--- src/rtl/dmem_arbiter.sv ---
// rtl/dmem_arbiter.sv - two-port data memory arbiter with access formatting and lock
//
// Purpose: shares one data memory between port 0 (core LSU) and port 1
// (DMA/debug). Each port has a valid/ready request handshake and a registered
// one-cycle response. The granted request drives mem_* combinationally in its
// acceptance cycle. Store data is lane-replicated with a byte mask. Load data
// is extracted and sign/zero-extended. Misaligned accesses and illegal sizes
// are flagged. A per-request lock bit keeps the grant for read-modify-write.
//
// Ports:
//   clk, rst                 clock; asynchronous active-low reset
//   pN_valid/pN_ready        request handshake (N = 0, 1)
//   pN_we/addr/wdata/size    request: store flag, byte address, LSB-justified
//                            data, size (00 byte, 01 half, 10 word, 11 illegal)
//   pN_unsigned, pN_lock     zero-extend load result; keep grant afterwards
//   pN_rsp_valid/rdata/err   response pulse, formatted load data, error flag
//   mem_addr/wdata/wmask/we  word-aligned memory access of the granted request
//   mem_rdata                asynchronous memory read data
//
// Build option: DMEM_ARB_RR_EN selects round-robin idle arbitration in place
// of fixed port-0 priority with a port-1 starvation override.

module dmem_arbiter #(
  parameter int STARVE_LIMIT = 4,
  parameter int CNT_W        = 4
) (
  input  logic        clk,
  input  logic        rst,
  input  logic        p0_valid,
  output logic        p0_ready,
  input  logic        p0_we,
  input  logic [31:0] p0_addr,
  input  logic [31:0] p0_wdata,
  input  logic [1:0]  p0_size,
  input  logic        p0_unsigned,
  input  logic        p0_lock,
  output logic        p0_rsp_valid,
  output logic [31:0] p0_rsp_rdata,
  output logic        p0_rsp_err,
  input  logic        p1_valid,
  output logic        p1_ready,
  input  logic        p1_we,
  input  logic [31:0] p1_addr,
  input  logic [31:0] p1_wdata,
  input  logic [1:0]  p1_size,
  input  logic        p1_unsigned,
  input  logic        p1_lock,
  output logic        p1_rsp_valid,
  output logic [31:0] p1_rsp_rdata,
  output logic        p1_rsp_err,
  output logic [31:0] mem_addr,
  output logic [31:0] mem_wdata,
  output logic [3:0]  mem_wmask,
  output logic        mem_we,
  input  logic [31:0] mem_rdata
);

  localparam logic [1:0] ST_IDLE  = 2'd0;
  localparam logic [1:0] ST_LOCK0 = 2'd1;
  localparam logic [1:0] ST_LOCK1 = 2'd2;

  logic [1:0]  state;
  logic        sel1_idle;
  logic        acc0, acc1, acc;
  logic        r_we, r_uns;
  logic [31:0] r_addr, r_wdata;
  logic [1:0]  r_size;
  logic        err;
  logic        store_ok;
  logic [31:0] fmt_wdata;
  logic [3:0]  fmt_mask;
  logic [7:0]  ld_byte;
  logic [15:0] ld_half;
  logic [31:0] ld_data;

`ifdef DMEM_ARB_RR_EN
  // Last granted port; priority goes to the other one.
  logic last_gnt;

  always_comb sel1_idle = p1_valid && (!last_gnt || !p0_valid);
`else
  logic [CNT_W-1:0] starve_cnt;

  // Port 1 also holds the (unused) grant when nobody is requesting.
  always_comb sel1_idle = (p1_valid && (starve_cnt >= CNT_W'(STARVE_LIMIT))) || !p0_valid;
`endif

  // Readiness is forced low while reset is asserted.
  always_comb begin
    p0_ready = 1'b0;
    p1_ready = 1'b0;
    if (rst) begin
      case (state)
        ST_LOCK0: p0_ready = 1'b1;
        ST_LOCK1: p1_ready = 1'b1;
        default: begin
          p1_ready = sel1_idle;
          p0_ready = !sel1_idle;
        end
      endcase
    end
  end

  assign acc0 = p0_valid && p0_ready;
  assign acc1 = p1_valid && p1_ready;
  assign acc  = acc0 || acc1;

  // Port 0 inputs feed the memory bus unless port 1 is accepted.
  always_comb begin
    if (acc1) begin
      r_we = p1_we; r_addr = p1_addr; r_wdata = p1_wdata; r_size = p1_size; r_uns = p1_unsigned;
    end else begin
      r_we = p0_we; r_addr = p0_addr; r_wdata = p0_wdata; r_size = p0_size; r_uns = p0_unsigned;
    end
  end

  always_comb begin
    case (r_size)
      2'b00:   err = 1'b0;
      2'b01:   err = r_addr[0];
      2'b10:   err = (r_addr[1:0] != 2'b00);
      default: err = 1'b1;
    endcase
  end

  always_comb begin
    case (r_size)
      2'b00: begin
        fmt_wdata = {4{r_wdata[7:0]}};
        fmt_mask  = 4'b0001 << r_addr[1:0];
      end
      2'b01: begin
        fmt_wdata = {2{r_wdata[15:0]}};
        fmt_mask  = 4'b0011 << {r_addr[1], 1'b0};
      end
      default: begin
        fmt_wdata = r_wdata;
        fmt_mask  = 4'hF;
      end
    endcase
  end

  assign store_ok  = acc && r_we && !err;
  assign mem_addr  = {r_addr[31:2], 2'b00};
  assign mem_wdata = fmt_wdata;
  assign mem_we    = store_ok;
  assign mem_wmask = store_ok ? fmt_mask : 4'h0;

  always_comb begin
    case (r_addr[1:0])
      2'd0:    ld_byte = mem_rdata[7:0];
      2'd1:    ld_byte = mem_rdata[15:8];
      2'd2:    ld_byte = mem_rdata[23:16];
      default: ld_byte = mem_rdata[31:24];
    endcase
    ld_half = r_addr[1] ? mem_rdata[31:16] : mem_rdata[15:0];
    case (r_size)
      2'b00:   ld_data = r_uns ? {24'h0, ld_byte} : {{24{ld_byte[7]}}, ld_byte};
      2'b01:   ld_data = r_uns ? {16'h0, ld_half} : {{16{ld_half[15]}}, ld_half};
      default: ld_data = mem_rdata;
    endcase
  end

  // Responses: stores and errors return zero data.
  always_ff @(posedge clk or negedge rst) begin
    if (!rst) begin
      p0_rsp_valid <= 1'b0;
      p0_rsp_err   <= 1'b0;
      p0_rsp_rdata <= '0;
      p1_rsp_valid <= 1'b0;
      p1_rsp_err   <= 1'b0;
      p1_rsp_rdata <= '0;
    end else begin
      p0_rsp_valid <= acc0;
      p0_rsp_err   <= acc0 && err;
      p0_rsp_rdata <= (acc0 && !r_we && !err) ? ld_data : 32'h0;
      p1_rsp_valid <= acc1;
      p1_rsp_err   <= acc1 && err;
      p1_rsp_rdata <= (acc1 && !r_we && !err) ? ld_data : 32'h0;
    end
  end

  // Lock FSM: errored requests still update the lock state.
  always_ff @(posedge clk or negedge rst) begin
    if (!rst) begin
      state <= ST_IDLE;
    end else begin
      case (state)
        ST_IDLE: begin
          if (acc0 && p0_lock)      state <= ST_LOCK0;
          else if (acc1 && p1_lock) state <= ST_LOCK1;
        end
        ST_LOCK0: if (acc0 && !p0_lock) state <= ST_IDLE;
        ST_LOCK1: if (acc1 && !p1_lock) state <= ST_IDLE;
        default:  state <= ST_IDLE;
      endcase
    end
  end

`ifdef DMEM_ARB_RR_EN
  always_ff @(posedge clk or negedge rst) begin
    if (!rst)      last_gnt <= 1'b1;
    else if (acc0) last_gnt <= 1'b0;
    else if (acc1) last_gnt <= 1'b1;
  end
`else
  // Saturating count of cycles port 1 waited while valid.
  always_ff @(posedge clk or negedge rst) begin
    if (!rst)                                 starve_cnt <= '0;
    else if (acc1)                            starve_cnt <= '0;
    else if (p1_valid && (starve_cnt != '1)) starve_cnt <= starve_cnt + 1'b1;
  end
`endif

endmodule

--- config.mk ---
export PLATFORM = sky130hd
export DESIGN_NAME = dmem_arbiter
export DESIGN_NICKNAME = d
export VERILOG_FILES = /design/src/rtl/dmem_arbiter.sv
export SDC_FILE = /design/constraint.sdc
export NUM_CORES = 1
export LEC_CHECK = 0
export BUFFER_PORTS_ARGS = -buffer_cell sky130_fd_sc_hd__buf_4
export CAP_MARGIN = 20
export CORE_AREA = 2 2 122 124
export DETAILED_ROUTE_END_ITERATION = 10
export DIE_AREA = 0 0 124 126
export PLACE_DENSITY_LB_ADDON = 0.2
export SLEW_MARGIN = 15
export SYNTH_ARGS = -nofsm -noshare
export SYNTH_HDL_FRONTEND = slang
export SYNTH_SLANG_ARGS = --single-unit
--- constraint.sdc ---
create_clock -name clk -period 2.7 [get_ports clk]
set_input_delay 0.27 -clock clk [delete_from_list [all_inputs] [get_ports clk]]
set_output_delay 0.27 -clock clk [all_outputs]
set_load 0.05 [all_outputs]
# Word level (Yosys, flattened, before mapping)
# Index checks and enable logic that the tools add are counted.
# classes
addsub,1
order_cmp,1
n_eq_ne,10
n_shift,2
mux,27
n_reduce_logical,30
# op_table
operator,n
$mux 32,6
$pmux 32 s2,2
$pmux 8 s3,1
$logic_and 1x1->1,16
$mux 16,1
$mux 4,3
$mux 2,5
$pmux 4 s2,1
$eq 2x1->1 const B,3
$eq 2x2->1 const B,3
$logic_not 1->1,6
$logic_not 2->1,3
$pmux 2 s3,1
$add 4x1->4 const B,1
$ge 4x3->1 const B,1
$mux 1,4
$ne 2x2->1 const B,2
$ne 4x4->1 const B,1
$pmux 1 s2,2
$reduce_bool 2->1,2
$shl 1x2->4 const A,1
$shl 2x2->4 const A,1
$ne 3x3->1 const B,1
$pmux 1 s3,1
2 further kinds,3
# totals
regBits,74
input_bits,174
out_inout_bits,139
elab_cells,79

# Logic depth before layout (Yosys ltp)
# Gate-level depths: netlist (run 1).
# depth
depth_word,12
depth_mapped,11
depth_no_buf,8

# Worst setup path before layout (run 1)
# No wires, ideal clock.
# synth_timing
path_kind,reg-to-output
start,register state[0]
end,output port mem_wdata[16]
arrival_time_ns,3.059
required_time_ns,2.430
setup_slack_ns,-0.629
path_stages_with_launch,10
path_buffers,3
cell_sequence,dfrtp_1 -> inv_1 -> ha_1 -> nand2b_1 -> o211ai_2 -> buf_6 -> mux2_4 -> buf_2 -> buf_2 -> o21ai_0
# synth_between
elab_chain_len,7
elab_cells_between_ends,10
cone_classes,3 x eq/ne; 5 x mux; 2 x reduce/logical
# synth_lines
item,line_no,source
from (decl),62,logic [1:0] state;
from (signal assigned),186,state <= ST_IDLE;
from (signal assigned),190,if (acc0 && p0_lock) state <= ST_LOCK0;
from (signal assigned),191,else if (acc1 && p1_lock) state <= ST_LOCK1;
$eq 2x2->1 / $eq 2x1->1 (equally long branches),93,case (state)
$pmux 1 s2 (*),93,
$mux 1 (*),92,if (rst) begin
$logic_and 1x1->1 (*),105,assign acc1 = p1_valid && p1_ready;
$mux 2,110,if (acc1) begin
$eq 2x1->1 / $logic_not 2->1 (equally long branches),127,case (r_size)
$pmux 32 s2 (*),127,
to (decl),52,"output logic [31:0] mem_wdata,"
# Every way passes the cells marked *; elsewhere a longest branch is shown, timed or not.

# Worst setup path after layout (run 1)
# layout_timing
start,register state[1]
end,output port mem_wmask[2]
# layout_between
elab_chain_len,10
elab_cells_between_ends,24
cone_classes,4 x eq/ne; 2 x shift; 10 x mux; 8 x reduce/logical
# layout_lines
item,line_no,source
$eq 2x2->1 / $eq 2x1->1 (equally long branches),93,
$pmux 1 s2,93,
$mux 1,92,
$logic_and 1x1->1,105,
$mux 2 / $mux 32 (equally long branches),110,
$eq 2x2->1 (tied with other cells),118,case (r_size)
$pmux 1 s3,118,
$logic_not 1->1,143,assign store_ok = acc && r_we && !err;
$logic_and 1x1->1,143,
$mux 4 (*),147,assign mem_wmask = store_ok ? fmt_mask : 4'h0;
to (decl),53,"output logic [3:0] mem_wmask,"
# Marked as above.

==> key figures, run 1 <==
Final layout
  – Layout Area Growth over Synthesis: 75.63%
  – Post-Layout Inst Area: 0.009027 mm^2
  – Register Area: 0.001852 mm^2
  – Area occupied by multi-input gates: 0.003367 mm^2
  – Finished Layout Cells: 1155
  – Fillcell total: 1221
  – Nets: 1143
  – Layout cells sized above 1: 50.52%

Timing
  – Final Hold Slack: 0.2472 ns
  – Worst slew margin: 48.14%
  – Final Cycle Share: 104.0%
  – Final Skew: 0.008066 ns
  – RSZ-0062 raised after global routing: true
  – Final max-slew violation count: 0
  – Max Fclk: 0.3562 GHz
  – Worst slew pin tran: 0.7778 ns
  – Final Critical Period: 2.808 ns
  – Final worst slack: -0.1076 ns
  – Hold Vio Cnt, Final: 0
  – Setup violators final: 15

Synth
  – Ys flop type: dfrtp_1
  – Syn_area_per_cell: 8.250 um^2
  – Top cells by area, synth: dfrtp_1 (36%), nand2_1 (11%), a21oi_1 (9.2%), mux2i_1 (7.0%), mux2_2 (3.9%)
  – Synth Instances: 623
  – Synth cell count leaders: nand2_1 (151), a21oi_1 (94), dfrtp_1 (74)
  – Post-synthesis adder-cell area fraction: 0.9737%
  – Top-count cell post-synth: nand2_1
  – Post-synth top area share: 36.03%
  – Post-synthesis simple-gate area fraction: 18.33%
  – Post-synthesis mux area share: 12.71%
  – XOR/XNOR share of the synthesized area: 0.5112%
  – Post-synthesis compound-gate area fraction: 25.19%
  – Number of synthesized flops with an enable pin: 0
  – Mapped cell area: 0.005140 mm^2
  – #FFs+latches synth: 74
  – Netlist cell types: 48
  – Largest family of logic cells by synthesized area: compound AO/OA/AOI/OAI gates
  – Yosys Warn Count: 0
  – Most area-hungry cell type in the Yosys netlist: dfrtp_1
  – Sequential fraction of the synthesis area: 36.03%
  – FFs w/ async S/R, synth: 100.0%

Floorplanning
  – Die area: 0.01562 mm^2
  – Num ports: 313
  – Chip width: 124 um
  – Die Ht: 126 um
  – Initial Utilization: 35.91%
  – Row count: 44
  – Total core area: 0.01431 mm^2

Global routing
  – GRT overflow: 0
  – Vias in the first global route: 5987
  – Tot GR Track Use: 27.63%
  – Largest net degree at the start of global routing: 64
  – First-pass GRT wire length: 33110 um
  – Initial antenna violation count: 2

Critical path
  – WS Path Type: reg2out
  – Worst-path cell chain: inv_2 -> ha_4 -> nand2b_4 -> o211ai_4 -> buf_6 -> inv_8 -> or3b_4 -> o2bb2ai_4 -> buf_6 -> nor2_4 -> buf_8
  – Required @ worst endpoint: 2.43 ns
  – Crit end category: primary output
  – Most numerous cell on the critical path: buf_6
  – Worst EP arrival: 2.54 ns
  – Slowest stage delay, CP: 0.40 ns
  – Setup crit start kind: flip-flop
  – Critical-path maximum fanout: 5
  – Slowest CP cell: dfrtp_1

Clock tree
  – CTS tree: done
  – Clock Tree Root: clkbuf_16
  – CTS sink cnt: 74
  – Clock Latency Late Sink: 0.33 ns
  – Clock tree buffer depth: 2
  – Htree depth: 3
  – Clk slew on worst S/H paths: 0.06 ns
  – TritonCTS buffer count: 9

Detailed routing
  – Via count: 6126
  – ANT nets after route: 0
  – Iteration-0 DRC Markers: 365
  – Mean routed wirelength per cell: 19.27 um
  – Iteration count of the initial detailed-routing pass: 5
  – Vias/cell: 5.304
  – Detailed Route WL: 22250 um
  – Post-route DRC: 0

Hold path
  – Min-delay worst type: in2reg

Pwr
  – Clk network pwr share: 17.3%
  – Leakage dissipation: 4.563 nW
  – Switch Pwr: 3.223 mW
  – Power per Cell Area: 776.0 mW/mm^2
  – Max VDD drop: 535.4 uV
  – Switching share of power: 46.00%
  – Reg power frac: 17.9%
  – Comb pwr share: 64.8%
  – Pint: 3.783 mW

Placed design
  – Placed Area: 0.007855 mm^2
  – Routability cong.: 0.8784
  – Cell count after placement: 1102
  – IO buf count: 310
  – HPWL after DPL: 16210 um

Job
  – Max cap viols: 0

Run status
  – Status: finished with violations
  – Violated checks: setup timing
-- final cells by class --
type	count	area share, %
multi-input cells	487	37.30
repair buffers	376	35.45
flip-flops and latches	74	20.51
clock buffers	10	2.647
well taps	184	2.550
inverters	17	0.7900
clock inverters	6	0.7207
diodes	1	0.02772
-- placed cells by master, fill, tap and decap left out, types with 4 or more instances in the layout --
| master | count |
|---|---|
| nand3b_1 | 10 |
| buf_8 | 7 |
| inv_1 | 14 |
| nand2_1 | 147 |
| a21oi_1 | 78 |
| nor3b_1 | 4 |
| nor2_1 | 11 |
| clkbuf_16 | 10 |
| mux2i_4 | 8 |
| and3_1 | 6 |
| nand2_2 | 4 |
| nor2b_1 | 6 |
| o21ai_0 | 21 |
| o21ai_2 | 8 |
| buf_4 | 320 |
| mux2_4 | 12 |
| buf_6 | 36 |
| a21oi_2 | 15 |
| o211ai_1 | 8 |
| a22oi_1 | 15 |
| o21ai_1 | 6 |
| dfrtp_1 | 74 |
| nand3_1 | 4 |
| a211oi_1 | 18 |
| a211oi_2 | 16 |
| nand2b_1 | 4 |
| mux2i_1 | 28 |
| buf_12 | 6 |
| mux2_2 | 11 |
-- sequential cells by signal (all words and copies together) (netlist names) --
signal and count:
p1_rsp_valid 1, p0_rsp_rdata 32, p0_rsp_valid 1, state 2, p1_rsp_err 1, starve_cnt 4
p0_rsp_err 1, p1_rsp_rdata 32
-- worst max-delay path, delay by kind of cell, from the launching register on --
kind	cells	cell delay [ns]
simple gates	3	0.63
fa+ha+maj	1	0.21
compound gates	2	0.35
buf+inv	5	0.61
flops	1	0.40
-- cells by family after synthesis --
| family | after synthesis |
|---|---|
| adder cells (fa/ha/maj) | 4 |
| flip-flops | 74 |
| multiplexers | 59 |
| AO/OA/AOI/OAI | 203 |
| other | 1 |
| XOR/XNOR | 3 |
| AND/OR/NAND/NOR | 214 |
| buffers and inverters | 65 |
-- metal layers --
metal | up-vias | part of all wire, % | GRT usage, %
met5 | - | 0.045 | 0
met4 | 2 | 2.9 | 8.923
met3 | 43 | 8.2 | 5.888
met2 | 277 | 50 | 46.93
met1 | 2907 | 38 | 34.74
li1 | 2897 | - | -
-- stage by stage --
stage	setup WS, ns	setup TNS [ns]	power, mW	utilization (%)
2_1_floorplan	-0.2676	-0.2855	3.755	-
3_3_place_gp	-0.005061	-0.005061	4.980	54.88
3_5_place_dp	-0.01730	-0.01730	4.994	54.88
4_1_cts	-0.04715	-0.1393	6.769	61.21
5_1_grt	-0.1546	-2.207	7.316	63.07
6_report	-0.1076	-0.6678	7.006	63.07
-- final timing paths --
check                              start         endpoint  slack, ns  cells past startpoint
min reg2reg                starve_cnt[1]    starve_cnt[1]       0.55                      2
max in group asynchronous            rst  p0_rsp_rdata[8]       1.22                      4
min                              p0_lock         state[0]       0.25                      3
max reg2reg                     state[1]  p1_rsp_rdata[7]       0.02                     13
min in group asynchronous            rst         state[0]       0.45                      3
max                             state[1]     mem_wmask[2]      -0.11                     11
-- power by group through the flow --
| stage | logic (mW) | registers [mW] | clock network [mW] |
|---|---|---|---|
| 2_1_floorplan | 2.34 | 1.42 | 0 |
| 5_1_grt | 4.79 | 1.26 | 1.27 |
| 6_report | 4.54 | 1.25 | 1.21 |
| 3_3_place_gp | 3.72 | 1.26 | 0 |
| 4_1_cts | 4.30 | 1.25 | 1.22 |
| 3_5_place_dp | 3.73 | 1.27 | 0 |
-- what timing repair did --
action	4_1_cts	5_1_grt
pin swaps	8	9
resized for setup	71	46
gates cloned	6	2
hold buffers	1	0
buffers inserted	19	8
hold endpoints to repair	11	0
endpoints found under the setup margin	68	105
Note: power is estimated with default switching activity, not from simulation.
==> inputs of run 2 (changes only) <==
--- a/config.mk
+++ b/config.mk
@@ -7,10 +7,12 @@
 export LEC_CHECK = 0
 export BUFFER_PORTS_ARGS = -buffer_cell sky130_fd_sc_hd__buf_4
 export CAP_MARGIN = 20
-export CORE_AREA = 2 2 122 124
+export CORE_AREA = 2 2 120 122
+export CTS_BUF_LIST = sky130_fd_sc_hd__clkbuf_8
 export DETAILED_ROUTE_END_ITERATION = 10
-export DIE_AREA = 0 0 124 126
+export DIE_AREA = 0 0 122 124
 export PLACE_DENSITY_LB_ADDON = 0.2
+export REMOVE_ABC_BUFFERS = 1
 export SLEW_MARGIN = 15
 export SYNTH_ARGS = -nofsm -noshare
 export SYNTH_HDL_FRONTEND = slang
==> run 2 against run 1 <==
The flow still finishes with violations (setup timing). Final cell count down 0.69%. Fmax decreased by 0.84%. Hold slack got worse by 0.034 ns. Clock-buffer cell count shrank 1. First-iteration DRC count rose by 30%. Power fell by 6.8%. Register-to-register slack improved by 0.04 ns. Clock power decreased by 38%. Critical path type unchanged. Highest routed layer is now met4.
==> key figures, run 2 (same netlist as run 1, synthesis figures left out) <==
Run status
  – Status: finished with violations
  – Violated checks: setup timing

Timing
  – Worst slew margin: 51.03% (+2.9 points)
  – Final Cycle Share: 104.9% (+0.88 points)
  – Final worst slack: -0.1314 ns (-0.02382 ns)
  – Setup violators final: 28 (+13)
  – Worst slew pin tran: 0.7346 ns (-0.04325 ns)
  – Final max-slew violation count: 0 (unchanged)
  – Hold Vio Cnt, Final: 0 (unchanged)
  – Final Critical Period: 2.831 ns (+0.02382 ns)
  – Max Fclk: 0.3532 GHz (-0.84%)
  – Final Skew: 0.008166 ns (+0.00009998 ns)
  – Final Hold Slack: 0.2128 ns (-0.03433 ns)
  – RSZ-0062 raised after global routing: true

Clock tree
  – Clock tree buffer depth: 2 (unchanged)
  – TritonCTS buffer count: 9 (unchanged)
  – Clock Tree Root: clkbuf_8
  – Htree depth: 3 (unchanged)
  – CTS tree: done
  – Clk slew on worst S/H paths: 0.08 ns (+0.02 ns)
  – Clock Latency Late Sink: 0.36 ns (+0.03 ns)
  – CTS sink cnt: 74 (unchanged)

Hold path
  – Hold Crit Depth: 3 (unchanged)
  – Hold Path End: starve_cnt[1]
  – Min-delay worst type: in2reg
  – Hold_sp: p1_valid

Critical path
  – Worst EP arrival: 2.56 ns (+0.02 ns)
  – Slowest stage delay, CP: 0.39 ns (about the same)
  – Reg-to-Reg Start: state[1]
  – Worst-path cell chain: inv_2 -> ha_4 -> nand2b_4 -> o211ai_4 -> buf_6 -> buf_6 -> mux2_4 -> o2bb2ai_4 -> buf_4 -> nor2_4 -> buf_6
  – Reg2reg path depth: 13 (unchanged)
  – WS Path Type: reg2out
  – Critical-path maximum fanout: 5 (unchanged)
  – R2R setup slack: 0.06 ns (+0.04 ns)
  – Most numerous cell on the critical path: buf_6
  – Required @ worst endpoint: 2.43 ns (about the same)
  – Worst reg2reg endpoint: p0_rsp_rdata[2]
  – Crit end category: primary output
  – Setup crit start kind: flip-flop
  – Slowest CP cell: dfrtp_1

Job
  – Max cap viols: 0 (unchanged)

Global routing
  – Tot GR Track Use: 28.90% (+1.3 points)
  – Vias in the first global route: 6108 (+2.0%)
  – First-pass GRT wire length: 33140 um (+0.10%)
  – GRT overflow: 0 (unchanged)
  – Largest net degree at the start of global routing: 59 (-7.8%)
  – Initial antenna violation count: 0 (-2)

Final layout
  – Layout cells sized above 1: 50.67% (+0.16 points)
  – Biggest regs: p0_rsp_rdata (32), p1_rsp_rdata (32), starve_cnt (4)
  – Nets: 1140 (-0.26%)
  – Most frequent cells in the layout: buf_4 (318), nand2_1 (145), a21oi_1 (85)
  – Layout Area Growth over Synthesis: 73.42%
  – ANT cells: 0 (-1)
  – Finished Layout Cells: 1147 (-0.69%)
  – Most common cell after layout, fill and taps aside: buf_4
  – Fillcell total: 1184 (-3.0%)

Detailed routing
  – ANT nets after route: 0 (unchanged)
  – Detailed Route WL: 22980 um (+3.3%)
  – Vias/cell: 5.398 (+1.8%)
  – Via count: 6191 (+1.1%)
  – Post-route DRC: 0 (unchanged)
  – Iteration count of the initial detailed-routing pass: 5 (unchanged)
  – Mean routed wirelength per cell: 20.03 um (+4.0%)
  – Iteration-0 DRC Markers: 476 (+30%)

Floorplanning
  – Num ports: 313 (unchanged)
  – Chip width: 122 um (-1.6%)
  – Initial Utilization: 37.46% (+1.6 points)
  – Row count: 43 (-2.3%)
  – Die Ht: 124 um (-1.6%)
  – Die area: 0.01513 mm^2 (-3.2%)
  – Total core area: 0.01372 mm^2 (-4.2%)

Placed design
  – IO buf count: 310 (unchanged)
  – HPWL after DPL: 16590 um (+2.3%)
  – Cell count after placement: 1096 (-0.54%)
  – Routability cong.: 1.007 (+15%)
  – Setup WS pre-CTS: 0.03003 ns (+0.04733 ns)

Pwr
  – Total Power: 6.532 mW (-6.8%)
  – Leakage dissipation: 4.464 nW (-2.2%)
  – Max VDD drop: 614.2 uV (+15%)
  – Power per Cell Area: 732.9 mW/mm^2 (-5.6%)
[run 2: how the worst max path moves through the flow]
stage              from                to  slack, ns  cells past startpoint
4_1_cts        state[1]      mem_wmask[1]      -0.09                     10
5_1_grt        state[0]      mem_wmask[3]      -0.22                     11
3_5_place_dp   state[0]  p1_rsp_rdata[15]       0.03                     10
3_3_place_gp   state[0]      mem_wmask[1]       0.06                     11
6_report       state[1]      mem_wmask[3]      -0.13                     11
2_1_floorplan  state[0]     mem_wdata[24]      -3.28                      8
[run 2: timing repair]
action / in CTS / in global routing
buffers inserted: 16 / 12
hold buffers: 1 / 0
setup endpoints to repair: 37 / 99
resized for setup: 83 / 76
hold endpoints to repair: 16 / 0
cloned: 7 / 2
pin swaps: 12 / 11
[run 2: area by class of cell]
class / instances / area [um^2] / area share [%]
Timing Repair Buffer: 373 / 3197 / 35.86
Multi-Input combinational cell: 487 / 3398 / 38.12
Clock inverter: 7 / 46.29 / 0.5194
Tap cell: 180 / 225.2 / 2.527
Sequential cell: 74 / 1852 / 20.77
Inverter: 17 / 71.32 / 0.8001
Clock buffer: 9 / 123.9 / 1.390
[run 2: worst max-delay path: cells and delay by family (launching register included)]
family	cells	cell delay, ns
buffers and inverters	5	0.65
adder cells (fa/ha/maj)	1	0.20
AO/OA/AOI/OAI	2	0.46
flip-flops	1	0.39
multiplexers	1	0.32
AND/OR/NAND/NOR	2	0.17
[run 2: layer usage]
metal	global-route usage [%]	vias to the layer above	share of wire (%)
li1	-	2883	-
met1	34.82	2951	37
met2	51.61	298	52
met3	4.762	59	7.1
met4	11.21	0	3.3
met5	0	-	0
[run 2: through the flow]
step	TNS, ns	area, um^2	utilization [%]
floorplan	-354.24	4890	-
global placement	0	7739	56.41
detailed placement	0	7739	56.41
CTS	-1.008	8538	62.23
global route	-4.236	8914	64.97
finish	-1.616	8914	64.97
[run 2: power by group]
part           internal (mW)  switching [mW]
sequential              1.19          0.0516
combinational           1.80            2.73
clock                  0.331           0.424
total                   3.33            3.20
